<file path="config.mk">
export PLATFORM = sky130hd
export DESIGN_NAME = uart_rx_poller
export DESIGN_NICKNAME = d
export VERILOG_FILES = /design/src/rtl/uart_axil_pkg.sv /design/src/rtl/sync_fifo.sv /design/src/rtl/uart_rx_poller.sv
export SDC_FILE = /design/constraint.sdc
export NUM_CORES = 1
export LEC_CHECK = 0
export ABC_AREA = 0
export CELL_PAD_IN_SITES_DETAIL_PLACEMENT = 2
export CELL_PAD_IN_SITES_GLOBAL_PLACEMENT = 2
export CORE_ASPECT_RATIO = 0.5
export CORE_MARGIN = 10
export CORE_UTILIZATION = 33
export CTS_BUF_LIST = sky130_fd_sc_hd__clkbuf_8
export DETAILED_ROUTE_END_ITERATION = 12
export GPL_TIMING_DRIVEN = 0
export PLACE_DENSITY_LB_ADDON = 0.2
export SETUP_SLACK_MARGIN = 0.2
export SYNTH_ARGS = -nofsm -noshare
export SYNTH_HDL_FRONTEND = slang
export SYNTH_SLANG_ARGS = --single-unit
</file>
<file path="constraint.sdc">
create_clock -name M_AXI_ACLK -period 2.74 [get_ports M_AXI_ACLK]
set_input_delay 0.274 -clock M_AXI_ACLK [delete_from_list [all_inputs] [get_ports M_AXI_ACLK]]
set_output_delay 0.274 -clock M_AXI_ACLK [all_outputs]
set_load 0.05 [all_outputs]
</file>
<file path="src/rtl/uart_axil_pkg.sv">
// Shared definitions for the axils UART register map and the poller FSM.
package uart_axil_pkg;

  // Register offsets inside the axils UART slave.
  localparam logic [31:0] REG_BAUD   = 32'h0;
  localparam logic [31:0] REG_STATUS = 32'h4;
  localparam logic [31:0] REG_RXDATA = 32'h8;

  // Status register bit positions.
  localparam int STAT_DATA_READY = 0;
  localparam int STAT_OVERRUN    = 1;

  // AXI response encoding treated as success.
  localparam logic [1:0] RESP_OKAY = 2'b00;

  typedef enum logic [2:0] {
    ST_INIT_WR,
    ST_INIT_B,
    ST_WAIT,
    ST_RD_STAT,
    ST_STAT_R,
    ST_RD_DATA,
    ST_DATA_R
  } poller_state_t;

endpackage

</file>
<file path="src/rtl/sync_fifo.sv">
// Single-clock FIFO with full/empty flags; push and pop may coincide in any
// fill state (a push into a full FIFO is accepted when a pop frees a slot).
module sync_fifo #(
  parameter int WIDTH = 8,
  parameter int DEPTH = 4
) (
  input  logic             i_clk,
  input  logic             i_rst,
  input  logic             i_push,
  input  logic [WIDTH-1:0] i_data,
  input  logic             i_pop,
  output logic [WIDTH-1:0] o_data,
  output logic             o_full,
  output logic             o_empty
);

  localparam int AW = (DEPTH > 1) ? $clog2(DEPTH) : 1;

  logic [WIDTH-1:0] r_mem [DEPTH];
  logic [AW:0]      r_wptr;
  logic [AW:0]      r_rptr;
  logic             w_do_push;
  logic             w_do_pop;

  // Extra pointer bit distinguishes full from empty when indices match.
  assign o_empty   = (r_wptr == r_rptr);
  assign o_full    = (r_wptr[AW] != r_rptr[AW]) && (r_wptr[AW-1:0] == r_rptr[AW-1:0]);
  assign w_do_pop  = i_pop && !o_empty;
  assign w_do_push = i_push && (!o_full || w_do_pop);
  assign o_data    = r_mem[r_rptr[AW-1:0]];

  // Pointer update; reset discards contents.
  always_ff @(posedge i_clk) begin
    if (i_rst) begin
      r_wptr <= '0;
      r_rptr <= '0;
    end else begin
      if (w_do_push) r_wptr <= r_wptr + 1'b1;
      if (w_do_pop)  r_rptr <= r_rptr + 1'b1;
    end
  end

  // Storage write; no reset needed since empty flag guards the output.
  always_ff @(posedge i_clk) begin
    if (w_do_push) r_mem[r_wptr[AW-1:0]] <= i_data;
  end

endmodule

</file>
<file path="src/rtl/uart_rx_poller.sv">
// AXI-Lite master that programs the axils UART baud rate, polls its status
// register and forwards received bytes to an AXI-Stream output via a FIFO.
module uart_rx_poller
  import uart_axil_pkg::*;
#(
  parameter int C_M_AXI_DATA_WIDTH = 32,
  parameter int C_M_AXI_ADDR_WIDTH = 4,
  parameter int DATA_WIDTH         = 8,
  parameter int BAUD_DEFAULT       = 9600,
  parameter int POLL_INTERVAL      = 16,
  parameter int FIFO_DEPTH         = 4
) (
  input  logic                            M_AXI_ACLK,
  input  logic                            M_AXI_ARESET,
  input  logic [31:0]                     cfg_baud,
  input  logic                            cfg_baud_wr,
  output logic [C_M_AXI_ADDR_WIDTH-1:0]   M_AXI_AWADDR,
  output logic                            M_AXI_AWVALID,
  input  logic                            M_AXI_AWREADY,
  output logic [C_M_AXI_DATA_WIDTH-1:0]   M_AXI_WDATA,
  output logic [C_M_AXI_DATA_WIDTH/8-1:0] M_AXI_WSTRB,
  output logic                            M_AXI_WVALID,
  input  logic                            M_AXI_WREADY,
  input  logic [1:0]                      M_AXI_BRESP,
  input  logic                            M_AXI_BVALID,
  output logic                            M_AXI_BREADY,
  output logic [C_M_AXI_ADDR_WIDTH-1:0]   M_AXI_ARADDR,
  output logic                            M_AXI_ARVALID,
  input  logic                            M_AXI_ARREADY,
  input  logic [C_M_AXI_DATA_WIDTH-1:0]   M_AXI_RDATA,
  input  logic [1:0]                      M_AXI_RRESP,
  input  logic                            M_AXI_RVALID,
  output logic                            M_AXI_RREADY,
  output logic [DATA_WIDTH-1:0]           M_AXIS_TDATA,
  output logic                            M_AXIS_TVALID,
  input  logic                            M_AXIS_TREADY,
  output logic                            overrun_seen,
  output logic                            err_resp,
  output logic                            busy
);

  localparam int CNT_W = (POLL_INTERVAL > 1) ? $clog2(POLL_INTERVAL) : 1;
  localparam int LAST  = (POLL_INTERVAL == 0) ? 0 : POLL_INTERVAL - 1;

  poller_state_t                   r_state;
  logic [CNT_W-1:0]                r_cnt;
  logic [31:0]                     r_baud;
  logic                            r_pending;
  logic [C_M_AXI_DATA_WIDTH-1:0]   r_wdata;
  logic [C_M_AXI_ADDR_WIDTH-1:0]   r_araddr;
  logic                            r_awvalid;
  logic                            r_wvalid;
  logic                            r_bready;
  logic                            r_arvalid;
  logic                            r_rready;
  logic                            r_overrun;
  logic                            r_err;

  logic                            w_r_hs;
  logic                            w_r_ok;
  logic                            w_push;
  logic                            w_pop;
  logic                            w_full;
  logic                            w_empty;
  logic                            w_unused_rdata;

  assign w_r_hs = M_AXI_RVALID && r_rready;
  assign w_r_ok = (M_AXI_RRESP == RESP_OKAY);
  assign w_push = (r_state == ST_DATA_R) && w_r_hs && w_r_ok;
  assign w_pop  = M_AXIS_TVALID && M_AXIS_TREADY;

  // Only the low status bits and the byte lane are meaningful.
  assign w_unused_rdata = ^M_AXI_RDATA;

  assign M_AXI_AWADDR  = C_M_AXI_ADDR_WIDTH'(REG_BAUD);
  assign M_AXI_AWVALID = r_awvalid;
  assign M_AXI_WDATA   = r_wdata;
  assign M_AXI_WSTRB   = '1;
  assign M_AXI_WVALID  = r_wvalid;
  assign M_AXI_BREADY  = r_bready;
  assign M_AXI_ARADDR  = r_araddr;
  assign M_AXI_ARVALID = r_arvalid;
  assign M_AXI_RREADY  = r_rready;
  assign M_AXIS_TVALID = !w_empty;
  assign overrun_seen  = r_overrun;
  assign err_resp      = r_err;
  assign busy          = (r_state != ST_WAIT);

  // Poller FSM: baud write, interval wait, status poll, data drain.
  always_ff @(posedge M_AXI_ACLK) begin
    if (M_AXI_ARESET) begin
      r_state   <= ST_INIT_WR;
      r_cnt     <= '0;
      r_baud    <= 32'(BAUD_DEFAULT);
      r_pending <= 1'b0;
      r_wdata   <= C_M_AXI_DATA_WIDTH'(BAUD_DEFAULT);
      r_araddr  <= C_M_AXI_ADDR_WIDTH'(REG_STATUS);
      r_awvalid <= 1'b0;
      r_wvalid  <= 1'b0;
      r_bready  <= 1'b0;
      r_arvalid <= 1'b0;
      r_rready  <= 1'b0;
      r_overrun <= 1'b0;
      r_err     <= 1'b0;
    end else begin
      if (r_state != ST_WAIT) r_cnt <= '0;
      case (r_state)
        ST_INIT_WR: begin
          r_awvalid <= 1'b1;
          r_wvalid  <= 1'b1;
          r_bready  <= 1'b1;
          r_state   <= ST_INIT_B;
        end
        ST_INIT_B: begin
          if (r_awvalid && M_AXI_AWREADY) r_awvalid <= 1'b0;
          if (r_wvalid && M_AXI_WREADY)   r_wvalid  <= 1'b0;
          if (M_AXI_BVALID && r_bready) begin
            r_bready <= 1'b0;
            if (M_AXI_BRESP != RESP_OKAY) r_err <= 1'b1;
            r_state <= ST_WAIT;
          end
        end
        ST_WAIT: begin
          if (r_cnt == CNT_W'(LAST)) begin
            r_cnt <= '0;
            if (r_pending) begin
              // Snapshot here so WDATA stays fixed even if a new request lands.
              r_wdata   <= C_M_AXI_DATA_WIDTH'(r_baud);
              r_pending <= 1'b0;
              r_state   <= ST_INIT_WR;
            end else begin
              r_state <= ST_RD_STAT;
            end
          end else begin
            r_cnt <= r_cnt + 1'b1;
          end
        end
        ST_RD_STAT: begin
          r_araddr  <= C_M_AXI_ADDR_WIDTH'(REG_STATUS);
          r_arvalid <= 1'b1;
          r_rready  <= 1'b1;
          r_state   <= ST_STAT_R;
        end
        ST_STAT_R: begin
          if (r_arvalid && M_AXI_ARREADY) r_arvalid <= 1'b0;
          if (w_r_hs) begin
            r_rready <= 1'b0;
            if (!w_r_ok) begin
              r_err   <= 1'b1;
              r_state <= ST_WAIT;
            end else begin
              if (M_AXI_RDATA[STAT_OVERRUN]) r_overrun <= 1'b1;
              // Never read a byte we could not store; the slave overruns instead.
              if (M_AXI_RDATA[STAT_DATA_READY] && !w_full) r_state <= ST_RD_DATA;
              else                                         r_state <= ST_WAIT;
            end
          end
        end
        ST_RD_DATA: begin
          r_araddr  <= C_M_AXI_ADDR_WIDTH'(REG_RXDATA);
          r_arvalid <= 1'b1;
          r_rready  <= 1'b1;
          r_state   <= ST_DATA_R;
        end
        ST_DATA_R: begin
          if (r_arvalid && M_AXI_ARREADY) r_arvalid <= 1'b0;
          if (w_r_hs) begin
            r_rready <= 1'b0;
            if (!w_r_ok) begin
              r_err   <= 1'b1;
              r_state <= ST_WAIT;
            end else begin
              r_state <= ST_RD_STAT;
            end
          end
        end
        default: r_state <= ST_INIT_WR;
      endcase
      // A new request wins over the pending-clear at WAIT expiry.
      if (cfg_baud_wr) begin
        r_baud    <= cfg_baud;
        r_pending <= 1'b1;
      end
    end
  end

  sync_fifo #(
    .WIDTH (DATA_WIDTH),
    .DEPTH (FIFO_DEPTH)
  ) u_fifo (
    .i_clk   (M_AXI_ACLK),
    .i_rst   (M_AXI_ARESET),
    .i_push  (w_push),
    .i_data  (M_AXI_RDATA[DATA_WIDTH-1:0]),
    .i_pop   (w_pop),
    .o_data  (M_AXIS_TDATA),
    .o_full  (w_full),
    .o_empty (w_empty)
  );

endmodule

</file>
======== After elaboration in Yosys (flattened, before gate mapping) ========
Memories as Yosys holds them, arrays and structs flattened. A register that Yosys moved wholly into a read port is not among the register bits.
Cells that the tools add are included.
word-level totals
  output and inout bits ................... 61
  memories kept ........................... 1
  bits in writable memories ............... 32
  input bits .............................. 77
  word-level logic and storage cells ...... 112
  register bits ........................... 89
memories
  name          words  bits a word  read ports  clocked after Yosys merged registers in  write ports  RTL line         RTL
  u_fifo.r_mem  4      8            1           1                                        1            sync_fifo.sv:19  logic [WIDTH-1:0] r_mem [DEPTH];
cells by class
  mux-type cells .......................... 35
  reductions and logical operators ........ 37
  add/subtract/negate cells ............... 3
  equal/unequal tests ..................... 21
operators by type and width
  cell                 count
  $pmux 3 s7           1
  $mux 3               6
  $ne 2x2->1 const B   8
  $reduce_bool 2->1    8
  $mux 1               15
  $logic_and 1x1->1    12
  $mux 4               3
  $pmux 1 s2           6
  $reduce_and 2->1     6
  $eq 3x3->1 const B   3
  $pmux 4 s2           1
  $reduce_and 4->1     2
  $add 3x1->3 const B  2
  $eq 3x2->1 const B   2
  $mux 2               3
  $reduce_and 5->1     1
  $add 4x1->4 const B  1
  $eq 4x4->1 const B   1
  $ne 2x1->1 const B   2
  $reduce_or 2->1      2
  $eq 3x1->1 const B   1
  $eq 3x3->1           1
  $logic_not 3->1      1
  $ne 3x2->1 const B   1
  other kinds (6)      7

======== Depth between registers and ports, before layout ========
  depth after elaboration ................. 8
  depth in mapped cells ................... 6
  gate-level depth less buffers ........... 5

======== Cells and area by module ========
Synthesis repeated with hierarchy kept, for this count alone.
unflattened totals
  cells, all modules ...................... 459
  area total of the unflattened synthesis .. 4934.7 um2
modules (own cells, without submodules)
  module          area an instance (um2)  cells each  instances
  uart_rx_poller  3235.6                  362         1
  sync_fifo       1699.1                  97          1

======== Worst setup path after synthesis ========
Ideal clock, no wire load.
  path type ............................... reg2reg
  start ................................... register r_rready (netlist: M_AXI_RREADY)
  end ..................................... register u_fifo.r_wptr[2]
  setup slack ............................. 800 ps
  cell stages (with the launch flop) ...... 4
  clock period less this slack ............ 1940 ps
  arrival time ............................ 1819 ps
  path buffers ............................ 0
  cells stage by stage .................... dfxtp_1 > nand4_1 > nor4b_4 > mux2_4
between the ends
  word-level cells in the longest chain between the ends .. 4
ends and longest elaborated chain
  item                             RTL line               RTL
  start: declaration               uart_rx_poller.sv:55   logic r_rready;
  start signal: assignment         uart_rx_poller.sv:102  r_rready <= 1'b0;
  start signal: assignment         uart_rx_poller.sv:141  r_rready <= 1'b1;
  start signal: assignment         uart_rx_poller.sv:147  r_rready <= 1'b0;
  $logic_and 1x1->1                uart_rx_poller.sv:67   assign w_r_hs = M_AXI_RVALID && r_rready;
  $logic_and 1x1->1 (2 in series)  uart_rx_poller.sv:69   assign w_push = (r_state == ST_DATA_R) && w_r_hs && w_r_ok;
  $logic_and 1x1->1                sync_fifo.sv:29        assign w_do_push = i_push && (!o_full || w_do_pop);
  end signal: assignment           sync_fifo.sv:38        if (w_do_push) r_wptr <= r_wptr + 1'b1;
  end: declaration                 sync_fifo.sv:20        logic [AW:0] r_wptr;
Every way passes these cells.
A chain may end at the register's enable or synchronous reset.

==> metrics <==
CP max FO 8; FP Rows 31; hold depth 3; GP Congestion about 0.74; # setup viols final 0; area grow syn2layout 35.77%; first-pass GRT wire length 22.48 mm; Peak Freq ~440 MHz; Pwr Density between 600 and 700 mW/mm²; Final period util between 80 and 90%; Worst Setup Start Kind register; DRC viols 0; Post-Syn Area between 0.004 and 0.005 mm²; area of the multi-input gates 0.001867 mm²; leak pwr between 2 and 3 nW; Final Hold Vio Count 0; DRT antenna net count 0; global route overflow 0; switch share around 29%; Die Wd between 150 and 200 µm; Worst EP required roughly 2.5 ns; share of post-route cells with drive strength above 1 12.66%; count of input and output buffers around 100; via/cell ratio ~4.6; CP max stage cell mux4_2; Clock Sinks 121; H-tree depth 4; async set or reset register ratio after synthesis 0%; CTS tree yes; synthesized flop and latch total approximately 120; NetSw between 1 and 1.5 mW; share of power burned in registers between 40% and 50%; clk buf depth 2; register area around 0.0027 mm²; Fillers ~1500; Ports ~140; initial antenna violation count 0; Ys Warns 0; path depth of the worst reg2reg path 5; Worst EP arrival roughly 2.0 ns; 1st-iter DRT viols 111; ys flop type dfxtp_1; max-slew violation count 0; drt pass-1 iters 4; Core Util, Final a little under half; fin crit period approximately 2.3 ns; Root Buffer clkbuf_8; Die ar. about 0.02 mm²; CTS Buf Count 17; RSZ-0062 raised after global routing no; Worst setup EP type output port; run status complete, no violations; WS Path Type register to output port; vias 3474; Peak VDD IR 0.0003243 V; Synth cell types 50; antenna cells 0; DR WL/cell 18.32 µm; Cells after Synth ~410; Initial Utilization around 33%; Core ar. about 0.014 mm²; Fin Setup TNS 0 ns; syn avg cell area about 12 µm²; Hold WC Path Type input pin to register; Worst path max stage delay around 0.55 ns; largest net degree at the start of global routing 17; Clock transition at path regs 0.08 ns; Max Cap Viol 0; Clock Skews between 0.015 and 0.02 ns; Logic pwr share between 10% and 20%; total track usage approximately 14%; Layout Nets around 620; Worst-Margin Slew roughly 0.76 ns; DRT Wirelength ~14 mm; Clock Latency Late Sink ~0.44 ns; Clock power frac approximately two fifths; Post-DP HPWL slightly above 10 mm; Seq/Total Area, Yosys a little under three fifths; Post-synth EDFFs 32; worst relative slew slack between 40% and 50%; internal power between 3 and 4 mW; die height between 100 and 150 µm; final worst setup slack about 0.46 ns; CP Cell Sequence buf_2 -> mux4_2 -> dlygate4sd2_1; quantity of hold-fixing buffers added after cts 0; pre-CTS setup slack about 0.018 ns; vias in the first global route roughly 4000
## cells in the final DEF, fill, tap and decap left out, drive strengths merged, types with 7 or more instances in the layout
master / count
a211o: 8
a21oi: 13
buf: 24
clkbuf: 27
clkdlybuf4s50: 92
conb: 10
dfxtp: 89
dlygate4sd2: 9
edfxtp: 32
inv: 16
mux2i: 58
mux4: 8
nand2: 11
nor2: 79
nor2b: 7
## through the flow
stage                     cell area [µm²]  std cells  hold WS, ns  power [mW]
after floorplan                      4832        420       0.3729       2.493
after global placement               6091        719       0.4435       2.754
after detailed placement             6091        719       0.4531       2.777
after CTS                            6520        751       0.2953       4.608
after global routing                 6520        751       0.3522       4.747
final                                6520        751       0.3081       4.539
## cells in the mapped netlist, types with 4 or more instances
| cell type | number | share of area, % |
|---|---|---|
| a211o_1 | 8 | 1.5 |
| a21oi_1 | 13 | 1.4 |
| buf_2 | 10 | 1.0 |
| buf_4 | 11 | 1.7 |
| clkbuf_1 | 9 | 0.70 |
| dfxtp_1 | 89 | 37 |
| edfxtp_1 | 32 | 20 |
| ha_1 | 6 | 1.6 |
| inv_1 | 12 | 0.94 |
| mux2i_1 | 58 | 12 |
| mux4_2 | 8 | 3.8 |
| nand2_1 | 11 | 0.86 |
| nor2_1 | 79 | 6.2 |
| nor2b_1 | 7 | 0.91 |
| xor2_1 | 4 | 0.73 |
## cells by family (layout without fill, tap and decap cells)
kind of cell	count (synthesis)	after routing	share of synthesized area, %
fa+ha+maj	6	6	1.563
xor+xnor	8	8	1.772
simple gates	123	123	12.32
compound gates	39	39	5.967
buf+inv	45	178	4.638
flops	121	121	57.11
other cells	2	10	0.1564
mux	68	68	16.47
## flip-flops by register name, summed over array words and instances, names as in the netlist, named ones only
register	cells
M_AXI_WDATA	32
r_baud	32
M_AXI_RREADY	1
u_fifo.r_mem	32
u_fifo.r_wptr	3
overrun_seen	1
M_AXI_WVALID	1
M_AXI_ARADDR	2
u_fifo.r_rptr	3
r_state	3
M_AXI_AWVALID	1
r_pending	1
r_cnt	4
err_resp	1
M_AXI_ARVALID	1
M_AXI_BREADY	1
## worst max-delay path: cells and delay by family, from the launching register on
family / cells / cell delay (ns)
buffers and inverters: 2 / 0.71
muxes: 1 / 0.55
DFF: 1 / 0.32
## layout make-up
cell class	count	share of cell area (%)
flip-flops and latches	121	42.06
multi-input cells	254	28.63
repair buffers	101	15.33
clock buffers	18	3.800
well taps	198	3.800
clock inverters	14	2.955
plain buffers	33	2.725
inverters	12	0.6908
## final timing paths
| kind | from | end | slack (ns) |
|---|---|---|---|
| max reg2reg | r_state[0] | u_fifo.r_mem[0][5] | 0.55 |
| min reg2reg | M_AXI_WDATA[10] | M_AXI_WDATA[10] | 0.47 |
| max | register | M_AXIS_TDATA[4] | 0.46 |
| min | M_AXI_ARESET | u_fifo.r_wptr[1] | 0.31 |
## layer usage
metal,GRT usage (%),routed length [µm],vias to the layer above,share of wire [%]
li1,-,-,1665,-
met1,16.68,6090,1727,44
met2,24.67,6919,72,50
met3,4.178,638,10,4.6
met4,4.022,112,0,0.81
met5,0,0,-,0
## timing repair
| action | CTS | global route |
|---|---|---|
| setup buffers | 0 | 0 |
| setup endpoints to repair | 9 | 0 |
| resized for setup | 9 | 0 |
## power by group through the flow
stage / Combinational, mW / Clock [mW] / Sequential (mW)
final: 0.766 / 1.81 / 1.96
after global routing: 0.837 / 1.94 / 1.97
after CTS: 0.780 / 1.87 / 1.96
after detailed placement: 0.773 / 0 / 2.00
after global placement: 0.756 / 0 / 2.00
after floorplan: 0.405 / 0 / 2.09
Power figures use the tool's default switching activity.
